--- config.mk ---
export PLATFORM = sky130hd
export DESIGN_NAME = arb2_stream_flat
export DESIGN_NICKNAME = d
export VERILOG_FILES = /design/src/rtl/arb2_stream_if.sv /design/src/rtl/arb2_stream.sv /design/src/flat_wrapper.sv
export SDC_FILE = /design/constraint.sdc
export NUM_CORES = 1
export LEC_CHECK = 0
export ABC_CLOCK_PERIOD_IN_PS = 2500
export BUFFER_PORTS_ARGS = -buffer_cell sky130_fd_sc_hd__buf_2
export CAP_MARGIN = 5
export CORE_MARGIN = 2
export CORE_UTILIZATION = 30
export CTS_BUF_LIST = sky130_fd_sc_hd__clkbuf_4
export CTS_CLUSTER_SIZE = 25
export DETAILED_ROUTE_END_ITERATION = 8
export GPL_ROUTABILITY_DRIVEN = 0
export SLEW_MARGIN = 30
export SYNTH_ARGS = -nofsm -noshare
export SYNTH_HDL_FRONTEND = slang
export SYNTH_SLANG_ARGS = --single-unit
--- constraint.sdc ---
create_clock -name clk -period 2.5 [get_ports clk]
set_input_delay 0.25 -clock clk [delete_from_list [all_inputs] [get_ports clk]]
set_output_delay 0.25 -clock clk [all_outputs]
set_load 0.02 [all_outputs]
--- src/rtl/arb2_stream_if.sv ---
// Stream bundle between two upstream channels, the arbiter and one downstream consumer.
interface arb2_stream_if #(
    parameter int unsigned WIDTH = 8
);
    logic [WIDTH-1:0] in0_data;
    logic             in0_valid;
    logic             in0_ready;
    logic [WIDTH-1:0] in1_data;
    logic             in1_valid;
    logic             in1_ready;
    logic             sel;
    logic [WIDTH-1:0] out_data;
    logic             out_src;
    logic             out_valid;
    logic             out_ready;

    // Arbiter side: sinks both input streams, sources the merged stream.
    modport master (
        input  in0_data, in0_valid, in1_data, in1_valid, out_ready,
        output in0_ready, in1_ready, sel, out_data, out_src, out_valid
    );

    // Environment side: sources the input streams, sinks the merged stream.
    modport slave (
        output in0_data, in0_valid, in1_data, in1_valid, out_ready,
        input  in0_ready, in1_ready, sel, out_data, out_src, out_valid
    );
endinterface

--- src/rtl/arb2_stream.sv ---
// Two-input round-robin stream arbiter with burst grant and a registered output beat.
module arb2_stream #(
    parameter int unsigned WIDTH = 8,
    parameter int unsigned BURST = 4
) (
    input  logic          clk,
    input  logic          reset,
    arb2_stream_if.master bus
);
    localparam int unsigned CW    = $clog2(BURST) + 1;
    localparam bit          MULTI = (BURST > 1);

    typedef enum logic [1:0] {
        IDLE   = 2'd0,
        GRANT0 = 2'd1,
        GRANT1 = 2'd2
    } state_t;

    state_t           state;
    logic             last;
    logic [CW-1:0]    cnt;
    logic [CW-1:0]    cnt_inc;
    logic             out_valid_q;
    logic             out_src_q;
    logic [WIDTH-1:0] out_data_q;

    logic             sel_c;
    logic             sel_valid;
    logic [WIDTH-1:0] sel_data;
    logic             load_en;
    logic             grant_ok;
    logic             acc;

    // Select, per-channel ready and accept decode for the current cycle.
    always_comb begin
        sel_c = 1'b0;
        unique case (state)
            IDLE: begin
                if (bus.in0_valid || bus.in1_valid)
                    sel_c = bus.in1_valid && !(bus.in0_valid && last);
                else
                    sel_c = !last;
            end
            GRANT0:  sel_c = 1'b0;
            GRANT1:  sel_c = 1'b1;
            default: sel_c = 1'b0;
        endcase
        sel_valid = sel_c ? bus.in1_valid : bus.in0_valid;
        sel_data  = sel_c ? bus.in1_data  : bus.in0_data;
        load_en   = !out_valid_q || bus.out_ready;
        // In IDLE a ready is only offered to a channel that is actually requesting.
        grant_ok  = !reset && load_en && ((state != IDLE) || sel_valid);
        acc       = grant_ok && sel_valid;
        cnt_inc   = cnt + CW'(1);
    end

    assign bus.sel       = sel_c;
    assign bus.in0_ready = grant_ok && !sel_c;
    assign bus.in1_ready = grant_ok && sel_c;
    assign bus.out_valid = out_valid_q;
    assign bus.out_src   = out_src_q;
    assign bus.out_data  = out_data_q;

    // Arbitration state, burst counter and output beat register.
    always_ff @(posedge clk) begin
        if (reset) begin
            state       <= IDLE;
            last        <= 1'b1;
            cnt         <= '0;
            out_valid_q <= 1'b0;
            out_src_q   <= 1'b0;
            out_data_q  <= '0;
        end else begin
            if (acc) begin
                out_data_q  <= sel_data;
                out_src_q   <= sel_c;
                out_valid_q <= 1'b1;
                last        <= sel_c;
            end else if (out_valid_q && bus.out_ready) begin
                out_valid_q <= 1'b0;
            end

            unique case (state)
                IDLE: begin
                    if (acc && MULTI) begin
                        state <= sel_c ? GRANT1 : GRANT0;
                        cnt   <= CW'(1);
                    end
                end
                default: begin
                    if (acc) begin
                        if (cnt_inc == CW'(BURST)) begin
                            state <= IDLE;
                            cnt   <= '0;
                        end else begin
                            cnt <= cnt_inc;
                        end
                    end else if (!sel_valid) begin
                        // Granted channel went quiet: release so the other side can win next cycle.
                        state <= IDLE;
                        cnt   <= '0;
                    end
                end
            endcase
        end
    end
endmodule
--- src/flat_wrapper.sv ---
// flat-port wrapper written by rule: the top's interface ports become plain ports
module arb2_stream_flat 
#(
    parameter int unsigned WIDTH = 8,
    parameter int unsigned BURST = 4
)
  (clk, reset, bus_in0_data, bus_in0_valid, bus_in1_data, bus_in1_valid, bus_out_ready, bus_in0_ready, bus_in1_ready, bus_sel, bus_out_data, bus_out_src, bus_out_valid);
  arb2_stream_if #(.WIDTH(WIDTH)) bus_i ();
  input  logic clk;
  input  logic reset;
  input wire logic [$bits(bus_i.in0_data)-1:0] bus_in0_data;
  input wire logic [$bits(bus_i.in0_valid)-1:0] bus_in0_valid;
  input wire logic [$bits(bus_i.in1_data)-1:0] bus_in1_data;
  input wire logic [$bits(bus_i.in1_valid)-1:0] bus_in1_valid;
  input wire logic [$bits(bus_i.out_ready)-1:0] bus_out_ready;
  output wire logic [$bits(bus_i.in0_ready)-1:0] bus_in0_ready;
  output wire logic [$bits(bus_i.in1_ready)-1:0] bus_in1_ready;
  output wire logic [$bits(bus_i.sel)-1:0] bus_sel;
  output wire logic [$bits(bus_i.out_data)-1:0] bus_out_data;
  output wire logic [$bits(bus_i.out_src)-1:0] bus_out_src;
  output wire logic [$bits(bus_i.out_valid)-1:0] bus_out_valid;
  assign bus_i.in0_data = bus_in0_data;
  assign bus_i.in0_valid = bus_in0_valid;
  assign bus_i.in1_data = bus_in1_data;
  assign bus_i.in1_valid = bus_in1_valid;
  assign bus_i.out_ready = bus_out_ready;
  assign bus_in0_ready = bus_i.in0_ready;
  assign bus_in1_ready = bus_i.in1_ready;
  assign bus_sel = bus_i.sel;
  assign bus_out_data = bus_i.out_data;
  assign bus_out_src = bus_i.out_src;
  assign bus_out_valid = bus_i.out_valid;
  arb2_stream #(.WIDTH(WIDTH), .BURST(BURST)) u_core (.clk(clk), .reset(reset), .bus(bus_i));
endmodule
==> results.cfg, run 1 <==
[sta]
hold_slack_ns = 0.2253
fmax_mhz = 499.4
tightest_slew_ns = 0.5123
setup_viol = 0
slew_headroom_pct = 65.85
report.final.slew_viol_count = 0
period_minus_slack_ns = 2.003
rsz0062_at_grt = no
layout_worst_path_cycle_share_pct = 80.10
finClkSkew_ns = 0.004715
final-hold-violation-count = 0
fin_setup_tns_ns = 0

[die]
dieHeight_um = 57.02
die-area_sq_mm = 0.003251
ios = 34
die_x_um = 57.02
core_area_sq_mm = 0.002710
rows = 19
start_util_pct = 31.12

[global_routing]
grt_util_met2_pct = 22.17
grt_pass1_vias = 786
grt_use_total_pct = 13.67
grtUsageMet3_pct = 2.721
grt_pass1_wl_um = 3525
busiest_layer = met2
overflow = 0
antenna_found_initial = 0
grt_max_degree = 16
met1_usage_pct = 17.62

[worst_setup_path]
path_max_fanout = 11
end_kind = output port
critPathKind = flip-flop to output port
worstPathRequired_ns = 2.25
critPathSlowestCell = o31ai_4
worstPathCellList = a21boi_2 -> o31ai_4 -> inv_2 -> nor2_1 -> buf_2
cp_top_family = compound AO/OA/AOI/OAI gates
slowest_delay_ns = 0.46
critPathBufInv = 2
crit_path_start_kind = flip-flop
worstPathArrival_ns = 1.75

[route]
drt_first_pass_iters = 5
num_vias = 866
vias_per_cell = 5.280
drc_errors = 0
ant_nets = 0
wl_per_cell_um = 12.56
routed_wl_um = 2060
drt_iter0_drc = 27

[layout]
nets = 158
syn_to_final_growth_pct = 23.29
fill_cells = 290
n_antenna_cell = 0
mostFrequentLayoutCells = 33 x buf_2, 19 x nand2_1, 16 x dfxtp_1, 10 x a21oi_1
final_cell_area_sq_mm = 0.001040
drive_gt1_share_pct = 31.58
layout_commonest_cell = buf_2

[power_and_ir_drop]
power_switching_mw = 0.2088
ir_drop_mv = 0.2935
pwr-share-clk_pct = 21.9
power_density_mw_per_mm2 = 587.5
seqPwrFrac_pct = 48.4
power_frac_comb_pct = 29.7
p_int_mw = 0.4020
leakage_nw = 0.4608
p_sw_share_pct = 34.18

[clock_network]
cts.repair.resized = 0
numCtsBuffers = 3
cts_tree = done
cts_root_buffer = clkbuf_4
cts_sinks = 16
clockBufferDepth = 2
cts.reportedPaths.clkPinSlew_ns = 0.09
postCtsSetupRepairBufs = 0
holdBufCountCts = 0
htreeDepth = 1
clkLatencyLatePin_ns = 0.28

[outcome]
status = finished clean

[placed_design]
place_area_sq_mm = 0.001017
portBuffers = 33
dp_hpwl_um = 1533

[synthesis]
ys_types = 33
synth_area_sq_um = 843.3
ys.warnings.count = 0
yosysSeqAreaShare_pct = 37.98
synth_fp_nets = 126
synth_cells = 103
syn_avg_cell_area_sq_um = 8.187
ys_seq_elements = 16

[run]
cap_violations = 0

[min_path]
hold_path.class = input pin to flip-flop
through the flow:
step,std cells,power (mW),setup WS [ns],util (%)
finish,164,0.6108,0.4975,38.37
global route,164,0.6580,0.3459,38.37
CTS,164,0.6180,0.4918,38.37
detailed placement,161,0.4835,0.7345,37.53
global placement,161,0.4818,0.7528,37.53
floorplan,103,0.4304,0.8580,-
logic make-up after synthesis:
family                     after synthesis  share of synthesized area, %
AOI/OAI and AO/OA                       38                         34.27
and+or+nand+nor                         34                         17.06
DFF                                     16                         37.98
buffers and inverters                   12                         6.675
adders and majority gates                2                         2.967
xor gates and xnor gates                 1                         1.039
sequential cells by signal (all words and copies together), names as in the netlist:
register,count
u_core.bus.out_data,8
u_core.cnt,3
u_core.state,2
u_core.bus.out_src,1
u_core.bus.out_valid,1
u_core.last,1
metal layers:
| layer | up-vias | part of all wire [%] |
|---|---|---|
| li1 | 436 | - |
| met4 | 0 | 0.68 |
| met5 | - | 0 |
| met1 | 388 | 47 |
| met2 | 40 | 46 |
| met3 | 2 | 6.7 |
worst paths after layout:
| kind | from | to | slack, ns | depth (start not counted) |
|---|---|---|---|---|
| min | bus_in0_data[2] | u_core.bus.out_data[2]$_SDFFE_PP0P_ | 0.23 | 3 |
| max reg2reg | u_core.state[1]$_SDFFE_PP0P_ | u_core.bus.out_data[3]$_SDFFE_PP0P_ | 0.97 | 5 |
| max | u_core.last$_SDFFE_PP1P_ | bus_in0_ready | 0.50 | 5 |
| min reg2reg | u_core.bus.out_src$_SDFFE_PP0P_ | u_core.bus.out_src$_SDFFE_PP0P_ | 0.46 | 2 |
cells in the mapped netlist, drive strengths merged:
cell,number,area share [%]
nand2,19,8.5
inv,5,2.2
a32o,1,1.2
o22ai,1,0.74
ha,2,3.0
a22o,1,1.0
a211oi,1,0.89
o21ai,5,3.0
nand3,2,1.2
a311oi,8,8.3
a22oi,1,1.5
o31ai,1,2.5
nor3,1,0.59
nand2b,2,1.5
a21o,1,0.89
o32ai,1,1.0
xor2,1,1.0
nand4b,1,1.0
dfxtp,16,38
a21boi,1,1.3
a21oi,10,5.9
buf,4,3.1
a31oi,1,0.74
a41oi,1,1.0
nor2,8,3.6
o2111ai,1,1.0
clkbuf,3,1.3
o211ai,2,1.8
o221a,1,1.3
and2,1,0.74
cell type report:
cell class / instances / area (sq um) / area share [%]
flip-flops and latches: 16 / 320.3 / 30.81
inverters: 5 / 18.77 / 1.805
clock buffers: 3 / 22.52 / 2.166
repair buffers: 34 / 172.7 / 16.61
multi-input cells: 75 / 466.7 / 44.89
well taps: 31 / 38.79 / 3.730
power groups by stage:
| stage | clock, mW | sequential, mW | combinational (mW) |
|---|---|---|---|
| floorplan | 0 | 0.319 | 0.112 |
| global placement | 0 | 0.301 | 0.180 |
| detailed placement | 0 | 0.302 | 0.182 |
| CTS | 0.140 | 0.296 | 0.182 |
| global route | 0.158 | 0.299 | 0.201 |
| finish | 0.134 | 0.296 | 0.181 |
worst register-to-register path, stage by stage, from the launching register on:
cell,delay [ns]
dfxtp_1,0.48
nand2b_1,0.15
a22oi_2,0.29
nor2_1,0.11
buf_4,0.19
a311oi_1,0.22
Note: power is estimated with default switching activity, not from simulation.
==> run 2, diff against run 1 <==
--- a/config.mk
+++ b/config.mk
@@ -5,7 +5,7 @@
 export SDC_FILE = /design/constraint.sdc
 export NUM_CORES = 1
 export LEC_CHECK = 0
-export ABC_CLOCK_PERIOD_IN_PS = 2500
+export ABC_CLOCK_PERIOD_IN_PS = 1790
 export BUFFER_PORTS_ARGS = -buffer_cell sky130_fd_sc_hd__buf_2
 export CAP_MARGIN = 5
 export CORE_MARGIN = 2
==> constraint.sdc (replaced) <==
create_clock -name clk -period 1.79 [get_ports clk]
set_input_delay 0.179 -clock clk [delete_from_list [all_inputs] [get_ports clk]]
set_output_delay 0.179 -clock clk [all_outputs]
set_load 0.02 [all_outputs]
==> run 2 against run 1 <==
Against the previous run: non-clock buffer count up 4; final cell count up 2.4%; register-to-register slack worse by 0.68 ns.
==> results.cfg, run 2 (synthesized netlist as in run 1, its figures left out) <==
[route]
drt_first_pass_iters = 5
vias_per_cell = 5.417
drc_errors = 0
wl_per_cell_um = 13.73
num_vias = 910
drt_iter0_drc = 34
ant_nets = 0
routed_wl_um = 2306

[clock_network]
clockBufferDepth = 2
cts.reportedPaths.clkPinSlew_ns = 0.10
clkLatencyLatePin_ns = 0.29
holdBufCountCts = 0
cts_root_buffer = clkbuf_4
cts_tree = done
numCtsBuffers = 3
htreeDepth = 1
cts_sinks = 16

[sta]
report.final.slew_viol_count = 0
setup_ws_ns = 0.08295
setup_viol = 0
slew_headroom_pct = 67.99
final-hold-violation-count = 0
finClkSkew_ns = 0.005650
period_minus_slack_ns = 1.707
fmax_mhz = 585.8
tightest_slew_ns = 0.4796
layout_worst_path_cycle_share_pct = 95.37
fin_setup_tns_ns = 0
rsz0062_at_grt = no

[die]
ios = 34
rows = 19
die-area_sq_mm = 0.003251
dieHeight_um = 57.02
core_area_sq_mm = 0.002710
die_x_um = 57.02
start_util_pct = 31.12

[power_and_ir_drop]
power_density_mw_per_mm2 = 825.0
ir_drop_mv = 0.3951
leakage_nw = 0.4800

[global_routing]
grt_use_total_pct = 15.00
overflow = 0
grt_pass1_vias = 850
grt_max_degree = 15
grt_pass1_wl_um = 3808
antenna_found_initial = 0

[placed_design]
portBuffers = 33
dp_hpwl_um = 1664
place_area_sq_mm = 0.001040
post-place-ws_ns = 0.1060

[worst_setup_path]
worstPathCellList = nor2_1 -> o31ai_4 -> buf_4 -> nor2_1 -> buf_2
crit_path_start_kind = flip-flop
critPathSlowestCell = dfxtp_1
slowest_delay_ns = 0.40
worstPathArrival_ns = 1.53
path_max_fanout = 6
critPathKind = flip-flop to output port
worstPathRequired_ns = 1.61
crit_top_cell = nor2_1
end_kind = output port

[outcome]
status = finished clean

[layout]
final_util_pct = 39.66
syn_to_final_growth_pct = 27.45
final_cell_area_sq_mm = 0.001075
mostFrequentLayoutCells = 33 x buf_2, 19 x nand2_1, 16 x dfxtp_1, 10 x a21oi_1, 8 x a311oi_1
largest_reg_flops = 8
nets = 162
drive_gt1_share_pct = 34.31
n_antenna_cell = 0
layout_commonest_cell = buf_2

[run]
cap_violations = 0

[min_path]
hold_path.class = input pin to flip-flop
[run 2: changes by cell type in the layout (fill, tap and decap cells not counted)]
cell	before	now
nor2_1	8	7
buf_4	1	5
inv_2	1	0
inv_4	0	1
nor2_2	0	1
[run 2: final timing paths]
kind	slack, ns	startpoint	endpoint	cells after the start
max	0.08	u_core.last$_SDFFE_PP1P_	bus_in1_ready	5
min	0.14	bus_in0_data[0]	u_core.bus.out_data[0]$_SDFFE_PP0P_	3
max reg2reg	0.29	u_core.state[0]$_SDFFE_PP0P_	u_core.bus.out_data[4]$_SDFFE_PP0P_	4
min reg2reg	0.46	u_core.bus.out_src$_SDFFE_PP0P_	u_core.bus.out_src$_SDFFE_PP0P_	2
[run 2: metrics by stage]
stage	hold slack (ns)	cells	power, mW
after floorplan	0.2511	103	0.6011
after global placement	0.4399	164	0.6828
after detailed placement	0.4474	164	0.6890
after CTS	0.1380	168	0.8863
after global routing	0.1249	168	0.9332
final	0.1378	168	0.8867
[run 2: layout make-up]
| type | count | area [sq um] |
|---|---|---|
| fill | 300 | 1635 |
| multi-input combinational | 75 | 469.2 |
| sequential | 16 | 320.3 |
| timing repair buffer | 38 | 202.7 |
| tap | 31 | 38.79 |
| clock buffer | 3 | 22.52 |
| inverter | 5 | 21.27 |
[run 2: timing repair]
action                                 CTS  global route
setup endpoints to repair                1             5
resized for setup                        0             2
gates cloned                             0             0
pin swaps                                1             0
endpoints found under the hold margin    0             0
setup buffers                            1             0
[run 2: worst max-delay path: cells and delay by family (launching register included)]
kind	cells	cell delay [ns]
flip-flops	1	0.40
buffers and inverters	2	0.35
AND/OR/NAND/NOR	2	0.16
AO/OA/AOI/OAI	1	0.33
[run 2: per-layer routing]
| metal | routed length [um] | up-vias | track usage (%) | share of wire (%) |
|---|---|---|---|---|
| met1 | 995 | 412 | 17.84 | 43 |
| met3 | 156 | 8 | 3.175 | 6.8 |
| met5 | 0 | - | 0 | 0 |
| met2 | 1115 | 42 | 26.11 | 48 |
| li1 | - | 448 | - | - |
| met4 | 38 | 0 | 6.312 | 1.6 |
[run 2: where the power goes]
group / leakage, nW / total (mW) / switching [mW] / internal [mW]
Sequential: 0.132 / 0.414 / 0.0254 / 0.389
Clock: 0.0138 / 0.197 / 0.118 / 0.0783
Combinational: 0.334 / 0.276 / 0.167 / 0.108
